===== src/rtl/strided_merge_sched.sv =====
// strided_merge_sched
// Sequences the input-select mux of a 16-input strided merge unit.
// The scheduler latches stride, initial delay, input mask and round count
// on a run pulse. It waits out the delay, then visits the enabled inputs in
// ascending order. Each select is held for stride+1 cycles. A done pulse
// follows the final slot of the final round.
//
// Ports:
//   clk        rising-edge clock
//   rst        asynchronous active-low reset (released synchronously)
//   run        start pulse, honoured only while idle
//   running    accelerator enable; dropping it aborts to idle
//   stall      (STRIDED_MERGE_SCHED_STALL_EN only) freezes the scheduler
//   stride     slot length minus one
//   delay0     cycles between start and first slot
//   in_mask    bit i set means input i takes part in the sweep
//   rounds     number of full sweeps, 0 = sweep until running drops
//   sel        current input index, held for the whole slot
//   sel_valid  one-cycle pulse on the first cycle of each slot
//   busy       high while a schedule is in progress
//   done       one-cycle pulse after the last slot
//
// Optional feature: define STRIDED_MERGE_SCHED_STALL_EN to add the stall input.
// All outputs are registered. A given output therefore reflects the decision
// made at the clock edge that produced it.

module strided_merge_sched #(
  parameter int DELAY_W = 2,
  parameter int NUM_IN  = 16,
  parameter int SEL_W   = 4,
  parameter int LEN_W   = 8
) (
  input  logic               clk,
  input  logic               rst,
  input  logic               run,
  input  logic               running,
`ifdef STRIDED_MERGE_SCHED_STALL_EN
  input  logic               stall,
`endif
  input  logic [DELAY_W-1:0] stride,
  input  logic [DELAY_W-1:0] delay0,
  input  logic [NUM_IN-1:0]  in_mask,
  input  logic [LEN_W-1:0]   rounds,
  output logic [SEL_W-1:0]   sel,
  output logic               sel_valid,
  output logic               busy,
  output logic               done
);

  typedef enum logic [1:0] {
    S_IDLE  = 2'd0,
    S_DELAY = 2'd1,
    S_SWEEP = 2'd2,
    S_DONE  = 2'd3
  } state_t;

  localparam logic [DELAY_W-1:0] DLY_ONE   = DELAY_W'(1);
  localparam logic [LEN_W-1:0]   ROUND_ONE = LEN_W'(1);

  // Lowest set bit of the mask (priority search, zero cycles).
  function automatic logic [SEL_W-1:0] lowest_set(input logic [NUM_IN-1:0] m);
    logic [SEL_W-1:0] r;
    r = '0;
    for (int i = NUM_IN - 1; i >= 0; i--) begin
      if (m[i]) r = SEL_W'(i);
    end
    return r;
  endfunction

  // {found, index} of the lowest set bit strictly above cur.
  function automatic logic [SEL_W:0] next_above(input logic [NUM_IN-1:0] m,
                                                input logic [SEL_W-1:0]  cur);
    logic [SEL_W:0] r;
    r = '0;
    for (int i = NUM_IN - 1; i >= 0; i--) begin
      if (m[i] && (i > int'(cur))) r = {1'b1, SEL_W'(i)};
    end
    return r;
  endfunction

  logic [1:0]         rst_sync_q, rst_sync_d;
  logic               rst_n_s;
  logic               stall_s;

  state_t             state_q, state_d;
  logic [DELAY_W-1:0] stride_q, stride_d;
  logic [NUM_IN-1:0]  mask_q, mask_d;
  logic [LEN_W-1:0]   rounds_q, rounds_d;
  logic [DELAY_W-1:0] dly_q, dly_d;
  logic [DELAY_W-1:0] slot_q, slot_d;
  logic [LEN_W-1:0]   round_q, round_d;
  logic [SEL_W-1:0]   sel_q, sel_d;
  logic               sel_valid_q, sel_valid_d;
  logic               busy_q, busy_d;
  logic               done_q, done_d;

  logic [SEL_W-1:0]   first_s;
  logic [SEL_W:0]     next_s;
  logic [LEN_W-1:0]   round_inc_s;

`ifdef STRIDED_MERGE_SCHED_STALL_EN
  assign stall_s = stall;
`else
  assign stall_s = 1'b0;
`endif

  // Reset release is re-timed to the clock; assertion still acts at once.
  always_comb begin
    rst_sync_d = {rst_sync_q[0], 1'b1};
  end

  // Reset synchroniser flops.
  always_ff @(posedge clk or negedge rst) begin
    if (!rst) rst_sync_q <= 2'b00;
    else      rst_sync_q <= rst_sync_d;
  end

  assign rst_n_s = rst_sync_q[1];

  assign first_s     = lowest_set(mask_q);
  assign next_s      = next_above(mask_q, sel_q);
  assign round_inc_s = round_q + ROUND_ONE;

  // Next-state and registered-output decisions.
  always_comb begin
    state_d     = state_q;
    stride_d    = stride_q;
    mask_d      = mask_q;
    rounds_d    = rounds_q;
    dly_d       = dly_q;
    slot_d      = slot_q;
    round_d     = round_q;
    sel_d       = sel_q;
    sel_valid_d = 1'b0;
    busy_d      = busy_q;
    done_d      = 1'b0;

    if (state_q == S_IDLE) begin
      busy_d = 1'b0;
      // busy_q still high here means the done pulse was just shown; a run
      // in that cycle arrives while busy and is dropped.
      if (run && running && !busy_q) begin
        stride_d = stride;
        mask_d   = in_mask;
        rounds_d = rounds;
        dly_d    = delay0;
        slot_d   = '0;
        round_d  = '0;
        state_d  = (in_mask == '0) ? S_DONE : S_DELAY;
      end else begin
        state_d = S_IDLE;
      end
    end else if (!running) begin
      // Abort beats stall and suppresses done.
      state_d = S_IDLE;
      busy_d  = 1'b0;
    end else if (stall_s) begin
      // Frozen: the postponed action (including a slot start) runs later.
      state_d = state_q;
    end else begin
      busy_d = 1'b1;
      case (state_q)
        S_DELAY: begin
          if (dly_q != '0) begin
            dly_d = dly_q - DLY_ONE;
          end else begin
            state_d     = S_SWEEP;
            sel_d       = first_s;
            sel_valid_d = 1'b1;
            slot_d      = stride_q;
          end
        end
        S_SWEEP: begin
          if (slot_q != '0) begin
            slot_d = slot_q - DLY_ONE;
          end else if (next_s[SEL_W]) begin
            sel_d       = next_s[SEL_W-1:0];
            sel_valid_d = 1'b1;
            slot_d      = stride_q;
          end else if ((rounds_q != '0) && (round_inc_s == rounds_q)) begin
            // Last slot of the last round has ended: pulse done now.
            round_d = round_inc_s;
            done_d  = 1'b1;
            state_d = S_IDLE;
          end else begin
            round_d     = round_inc_s;
            sel_d       = first_s;
            sel_valid_d = 1'b1;
            slot_d      = stride_q;
          end
        end
        S_DONE: begin
          done_d  = 1'b1;
          state_d = S_IDLE;
        end
        default: begin
          state_d = S_IDLE;
          busy_d  = 1'b0;
        end
      endcase
    end
  end

  // State, shadow, counter and output registers.
  always_ff @(posedge clk or negedge rst_n_s) begin
    if (!rst_n_s) begin
      state_q     <= S_IDLE;
      stride_q    <= '0;
      mask_q      <= '0;
      rounds_q    <= '0;
      dly_q       <= '0;
      slot_q      <= '0;
      round_q     <= '0;
      sel_q       <= '0;
      sel_valid_q <= 1'b0;
      busy_q      <= 1'b0;
      done_q      <= 1'b0;
    end else begin
      state_q     <= state_d;
      stride_q    <= stride_d;
      mask_q      <= mask_d;
      rounds_q    <= rounds_d;
      dly_q       <= dly_d;
      slot_q      <= slot_d;
      round_q     <= round_d;
      sel_q       <= sel_d;
      sel_valid_q <= sel_valid_d;
      busy_q      <= busy_d;
      done_q      <= done_d;
    end
  end

  assign sel       = sel_q;
  assign sel_valid = sel_valid_q;
  assign busy      = busy_q;
  assign done      = done_q;

endmodule


===== config.mk =====
export PLATFORM = sky130hd
export DESIGN_NAME = strided_merge_sched
export DESIGN_NICKNAME = d
export VERILOG_FILES = /design/src/rtl/strided_merge_sched.sv
export SDC_FILE = /design/constraint.sdc
export NUM_CORES = 1
export LEC_CHECK = 0
export BUFFER_PORTS_ARGS = -buffer_cell sky130_fd_sc_hd__clkbuf_2
export CAP_MARGIN = 25
export CORE_ASPECT_RATIO = 1.4
export CORE_MARGIN = 10
export CORE_UTILIZATION = 35
export CTS_CLUSTER_DIAMETER = 40
export DETAILED_ROUTE_END_ITERATION = 16
export GPL_ROUTABILITY_DRIVEN = 0
export PLACE_DENSITY_LB_ADDON = 0.12
export SLEW_MARGIN = 20
export SYNTH_ARGS = -nofsm -noshare
export SYNTH_HDL_FRONTEND = slang
export SYNTH_SLANG_ARGS = --single-unit

===== constraint.sdc =====
create_clock -name clk -period 3.9 [get_ports clk]
set_input_delay 0.195 -clock clk [delete_from_list [all_inputs] [get_ports clk]]
set_output_delay 0.195 -clock clk [all_outputs]
set_load 0.01 [all_outputs]

Word-level counts from Yosys, hierarchy flattened
Index checks and enable logic that the tools add are counted.

storage, ports and cells
  word-level logic and storage cells = 164
  register bits = 49
  input port bits = 32
  output and inout port bits = 7

cells by class
  add/subtract/negate cells = 3
  $lt $le $gt $ge = 15
  eq/ne operators = 16
  reduce and logical (&&, ||, !) cells = 37
  mux-type cells = 80
  bitwise logic cells = 1

operator list
  cell                   count
  $mux W4                20
  $mux W5                15
  $mux W8                6
  $mux W2                20
  $gt A4 B4 Y1 const A   8
  $logic_and A1 B1 Y1    18
  $gt A3 B4 Y1 const A   4
  $logic_not A16 Y1      1
  $ne A4 B4 Y1 const B   4
  $mux W1                14
  $reduce_bool A2 Y1     7
  $reduce_and A5 Y1      2
  $add A8 B1 Y8 const B  1
  $eq A8 B8 Y1           1
  $gt A2 B4 Y1 const A   2
  $pmux W2 S2            2
  $pmux W4 S2            1
  $reduce_and A4 Y1      2
  $reduce_bool A8 Y1     1
  $ne A2 B2 Y1 const B   3
  $ne A3 B3 Y1 const B   2
  $reduce_and A6 Y1      1
  $ne A5 B5 Y1 const B   1
  $eq A2 B2 Y1 const B   2
  11 further kinds       14

Depth between registers and ports, before layout
  depth after elaboration = 22
  depth in mapped cells = 10
  gate-level depth less buffers = 9

Worst setup path after synthesis
Ideal clock, no wire load.

  kind = flip-flop to flip-flop
  start point = register round_q[0]
  end point = register sel_q[1] (netlist: sel[1])
  clock period less this slack = 2.378 ns
  setup time = 0.125 ns
  cell stages (with the launch flop) = 8
  arrival = 2.254 ns
  setup slack = 1.522 ns
  path buffers = 0
  data required time = 3.775 ns
  cell sequence = dfrtp_1 ha_1 xnor2_1 nand3_1 a311oi_1 nor4bb_1 a31o_2 mux2_2

on the way
  longest elaborated chain between the ends = 5

ends and longest elaborated chain
  what                         RTL line  text
  start, declared              91        logic [LEN_W-1:0] round_q, round_d;
  start signal, assigned       225       round_q <= round_d;
  $add A8 B1 Y8                122       assign round_inc_s = round_q + ROUND_ONE;
  $eq A8 B8 Y1                 180       end else if ((rounds_q != '0) && (round_inc_s == rounds_q)) begin
  $logic_and A1 B1 Y1          180
  $ne A3 B3 Y1 (no line)       -
  $reduce_and A6 Y1 (no line)  -
  end signal, assigned         226       sel_q <= sel_d;
  end, declared                92        logic [SEL_W-1:0] sel_q, sel_d;

Every way passes these cells.
A chain may end at the register's enable or synchronous reset.

Final worst setup path
  start point = register sel_q[3] (netlist: sel[3])
  end point = register round_q[3]

on the way
  longest elaborated chain between the ends = 19
  elaborated cells on any way between the ends = 47
  those cells by class = order compare: 15; eq/ne: 1; mux: 15; reduce/logical: 16

ends and longest elaborated chain
  what                             RTL line  text
  $gt A4 B4 Y1                     76        if (m[i] && (i > int'(cur))) r = {1'b1, SEL_W'(i)};
  $logic_and A1 B1 Y1              76
  $mux W5 (14 in a row)            76
  $mux W5 (*)                      76
  $ne A2 B1 Y1 (no line) (*)       -
  $reduce_and A5 Y1 (no line) (*)  -

Every way passes the cells marked *; elsewhere a longest branch is shown, timed or not.

==> flow_metrics.env <==
export IMPL_syn_inst=368
export IMPL_synth_top_family_by_area="simple AND/OR/NAND/NOR gates"
export IMPL_cp_arrival_ns=3.07
export IMPL_hold_start="stride[1]"
export IMPL_wl_per_cell_um=16.3
export IMPL_tritoncts="built"
export IMPL_netlist_area_um2=3020
export IMPL_core_area_um2=8510
export IMPL_start_kind="flip-flop"
export IMPL_clock_latency_ns=0.29
export IMPL_nets=442
export IMPL_place_area_um2=3310
export IMPL_synth_edf_count=0
export IMPL_worst_pin_slew_ns=0.883
export IMPL_leakage_nw=1.60
export IMPL_synth_compound_area_share_pct=21.5
export IMPL_yosysSeqAreaShare_pct=40.6
export IMPL_cts_buffers=5
export IMPL_drt_pass1_iter_count=5
export IMPL_antenna_cells=0
export IMPL_yosys_warnings=0
export IMPL_crit_buf_inv=0
export IMPL_highest_layer="met4"
export IMPL_routed_via_density=5.38
export IMPL_wl_met1_um=3410
export IMPL_drv_slew=0
export IMPL_fp_dieW_um=98.5
export IMPL_min_to="stride_q[1]$_DFFE_PN0P_"
export IMPL_area_growth_pct=14.8
export IMPL_hpwl_um=6340
export IMPL_synth_cell_type_count=61
export IMPL_grt_start_max_net_pins=28
export IMPL_maxCapViolCount=0
export IMPL_crit_family="compound AO/OA/AOI/OAI gates"
export IMPL_core_rowCount=40
export IMPL_drt_total_wl_um=8320
export IMPL_via_count=2737
export IMPL_async_flop_share_pct=100
export IMPL_h_tree_depth=2
export IMPL_yosys_register_bits=49
export IMPL_clockRootBuffer="clkbuf_16"
export IMPL_finalSetupViolCount=0
export IMPL_worstPathRequired_ns=4.13
export IMPL_instances_no_fill=509
export IMPL_end_kind="flip-flop"
export IMPL_fp_dieH_um=130
export IMPL_clock_sinks=49
export IMPL_avgSynthCellArea_um2=8.20
export IMPL_status="complete, no violations"
export IMPL_placed_cells=500
export IMPL_pre_cts_ws_ns=1.06
export IMPL_clock_path_buffers=2
export IMPL_die_area_um2=12800
export IMPL_synth_simple_area_share_pct=25.7
export IMPL_drive_gt1_share_pct=14.4
export IMPL_vdd_drop_max_uv=186
export IMPL_final_hold_viol_count=0
export IMPL_crit_path_cell_trace="a21boi_0 -> o22a_1 -> or4b_4 -> o31a_1 -> or3_1 -> a21oi_1 -> a21o_1"
export IMPL_setup_slack_ns=1.06
export IMPL_timing_final_crit_share_pct=72.9
export IMPL_fmax_ghz=0.352
export IMPL_crit_slowest_cell="dfrtp_1"
export IMPL_rsz0062_at_grt="no"
export IMPL_port_buffers=38
export IMPL_fin_tns_setup_ns=0
export IMPL_fin_area_um2=3470
export IMPL_crit_path_max_incr_delay_ns=0.68
export IMPL_synthMuxAreaShare_pct=1.78
export IMPL_path_class="reg2reg"
export IMPL_grt_use_total_pct=13.1
export IMPL_ff2ff_path_depth=7
export IMPL_synthAdderAreaFrac_pct=2.90
export IMPL_cts_resized=0
export IMPL_grt_pass1_wl_um=13900
export IMPL_synth_flop_cell="dfrtp_1"
export IMPL_final_setup_skew_ns=0.00564
export IMPL_hold_class="in2reg"
export IMPL_final_common_cell="nand2_1"
export IMPL_final_cell_mix="97 x nand2_1, 48 x dfrtp_1, 38 x clkbuf_2"
export IMPL_pin_count=39
export IMPL_clk_pin_slew_ns=0.07
export IMPL_antenna_found_initial=0
export IMPL_finalPower_mw=1.78
export IMPL_reg2reg_slack_ns=1.06
export IMPL_rr_startpoint="sel[3]$_DFFE_PN0P_"
export IMPL_reg2reg_to="round_q[3]$_DFFE_PN0P_"
export IMPL_gr_total_overflow=0
export IMPL_crit_fanout=17
export IMPL_syn_nets=407
export IMPL_initial_core_util_pct=35.5
export IMPL_wl_met2_um=4390
export IMPL_fin_crit_ns=2.84
export IMPL_drc=0
export IMPL_cellPowerDensity_nw_per_um2=514
export IMPL_ant_nets=0
export IMPL_hold_depth=3
export IMPL_slew_headroom_pct=40.3
export IMPL_drt_initial_drc_count=143
export IMPL_grt_pass1_vias=2799
export IMPL_route_met3_wl_um=297
export IMPL_synthXorXnorAreaFrac_pct=2.90
cells by family after synthesis:
group / count (synthesis)
mux: 5
xor+xnor: 10
fa+ha+maj: 7
other cells: 1
simple gates: 166
flops: 49
compound gates: 98
buf+inv: 32
power by group:
part / internal [mW] / total [mW] / leakage (nW) / switching (mW)
clock network: 0.256 / 0.439 / 0.0712 / 0.183
logic: 0.245 / 0.558 / 0.902 / 0.312
registers: 0.609 / 0.784 / 0.626 / 0.175
area by class of cell:
cell class	count	area [um2]
Clock buffer	8	146
Fill cell	896	5040
Inverter	18	67.6
Multi-Input combinational cell	287	1660
Sequential cell	49	1230
Tap cell	105	131
Timing Repair Buffer	42	235
layer usage:
layer / vias to the layer above / global-route usage, %
met1: 1309 / 14.6
met4: 0 / 5.41
met2: 57 / 23.7
li1: 1356 / -
met5: - / 0
met3: 15 / 2.65
worst max-delay path by stage:
stage / startpoint / end / cells past startpoint
after detailed placement: round_q[0]$_DFFE_PN0P_ / sel[1]$_DFFE_PN0P_ / 7
after floorplan: round_q[0]$_DFFE_PN0P_ / sel[1]$_DFFE_PN0P_ / 7
final: sel[3]$_DFFE_PN0P_ / round_q[3]$_DFFE_PN0P_ / 7
after global placement: round_q[0]$_DFFE_PN0P_ / sel[3]$_DFFE_PN0P_ / 7
after global routing: sel[1]$_DFFE_PN0P_ / round_q[3]$_DFFE_PN0P_ / 7
after CTS: round_q[0]$_DFFE_PN0P_ / sel[3]$_DFFE_PN0P_ / 7
tightest hold or removal path, cell delays in order:
cell and delay (ns):
clkbuf_2 0.08, nand2_1 0.04, nand2_1 0.04
state kept, by name (all words and copies together) (netlist names), 2 cells and up:
signal      count
mask_q         16
round_q         8
rounds_q        8
sel             4
dly_q           2
rst_sync_q      2
slot_q          2
state_q         2
stride_q        2
timing repair:
| action | 4_1_cts | 5_1_grt |
|---|---|---|
| endpoints found under the setup margin | 0 | 0 |
| setup buffers | 0 | 0 |
| hold endpoints to repair | 2 | 0 |
| hold buffers | 1 | 0 |
synth_stat cells, types with 2 or more instances:
master     instances  area [um2]
a21o_1             3        22.5
nand2b_1           4        25.0
inv_1             18        67.6
and4_1             2        17.5
a211oi_1           5        37.5
nor2b_1            5        31.3
o311ai_0           3        26.3
mux2_2             3        33.8
dfrtp_1           49        1230
a21oi_1           23         115
o22a_1             2        17.5
a21boi_0           4        30.0
o22ai_1            2        12.5
nor2_1            16        60.1
o21ai_1            3        15.0
o21a_1             2        15.0
ha_1               7        87.6
o211ai_1           5        37.5
xnor2_1            4        35.0
nor3_1             7        35.0
o2bb2ai_1          2        17.5
nand3_1            6        30.0
nand3b_1           2        15.0
and2_1             2        12.5
a2111oi_0          2        17.5
o21ai_0           19        95.1
and3_1             3        18.8
nor4_1             8        50.1
clkbuf_1           8        30.0
mux2i_1            2        20.0
or3_1              3        18.8
buf_2              3        15.0
buf_4              3        22.5
xor2_1             6        52.6
o31ai_1            8        60.1
or2_2              2        12.5
o21bai_1           2        15.0
nand2_1           97         364
metrics by stage:
step / hold slack (ns) / util [%]
6_report: 0.0949 / 40.7
5_1_grt: 0.0970 / 40.7
4_1_cts: 0.0883 / 40.7
3_5_place_dp: -0.0178 / 38.9
3_3_place_gp: -0.0195 / 38.7
2_1_floorplan: -0.101 / -
Note: power is estimated with default switching activity, not from simulation.
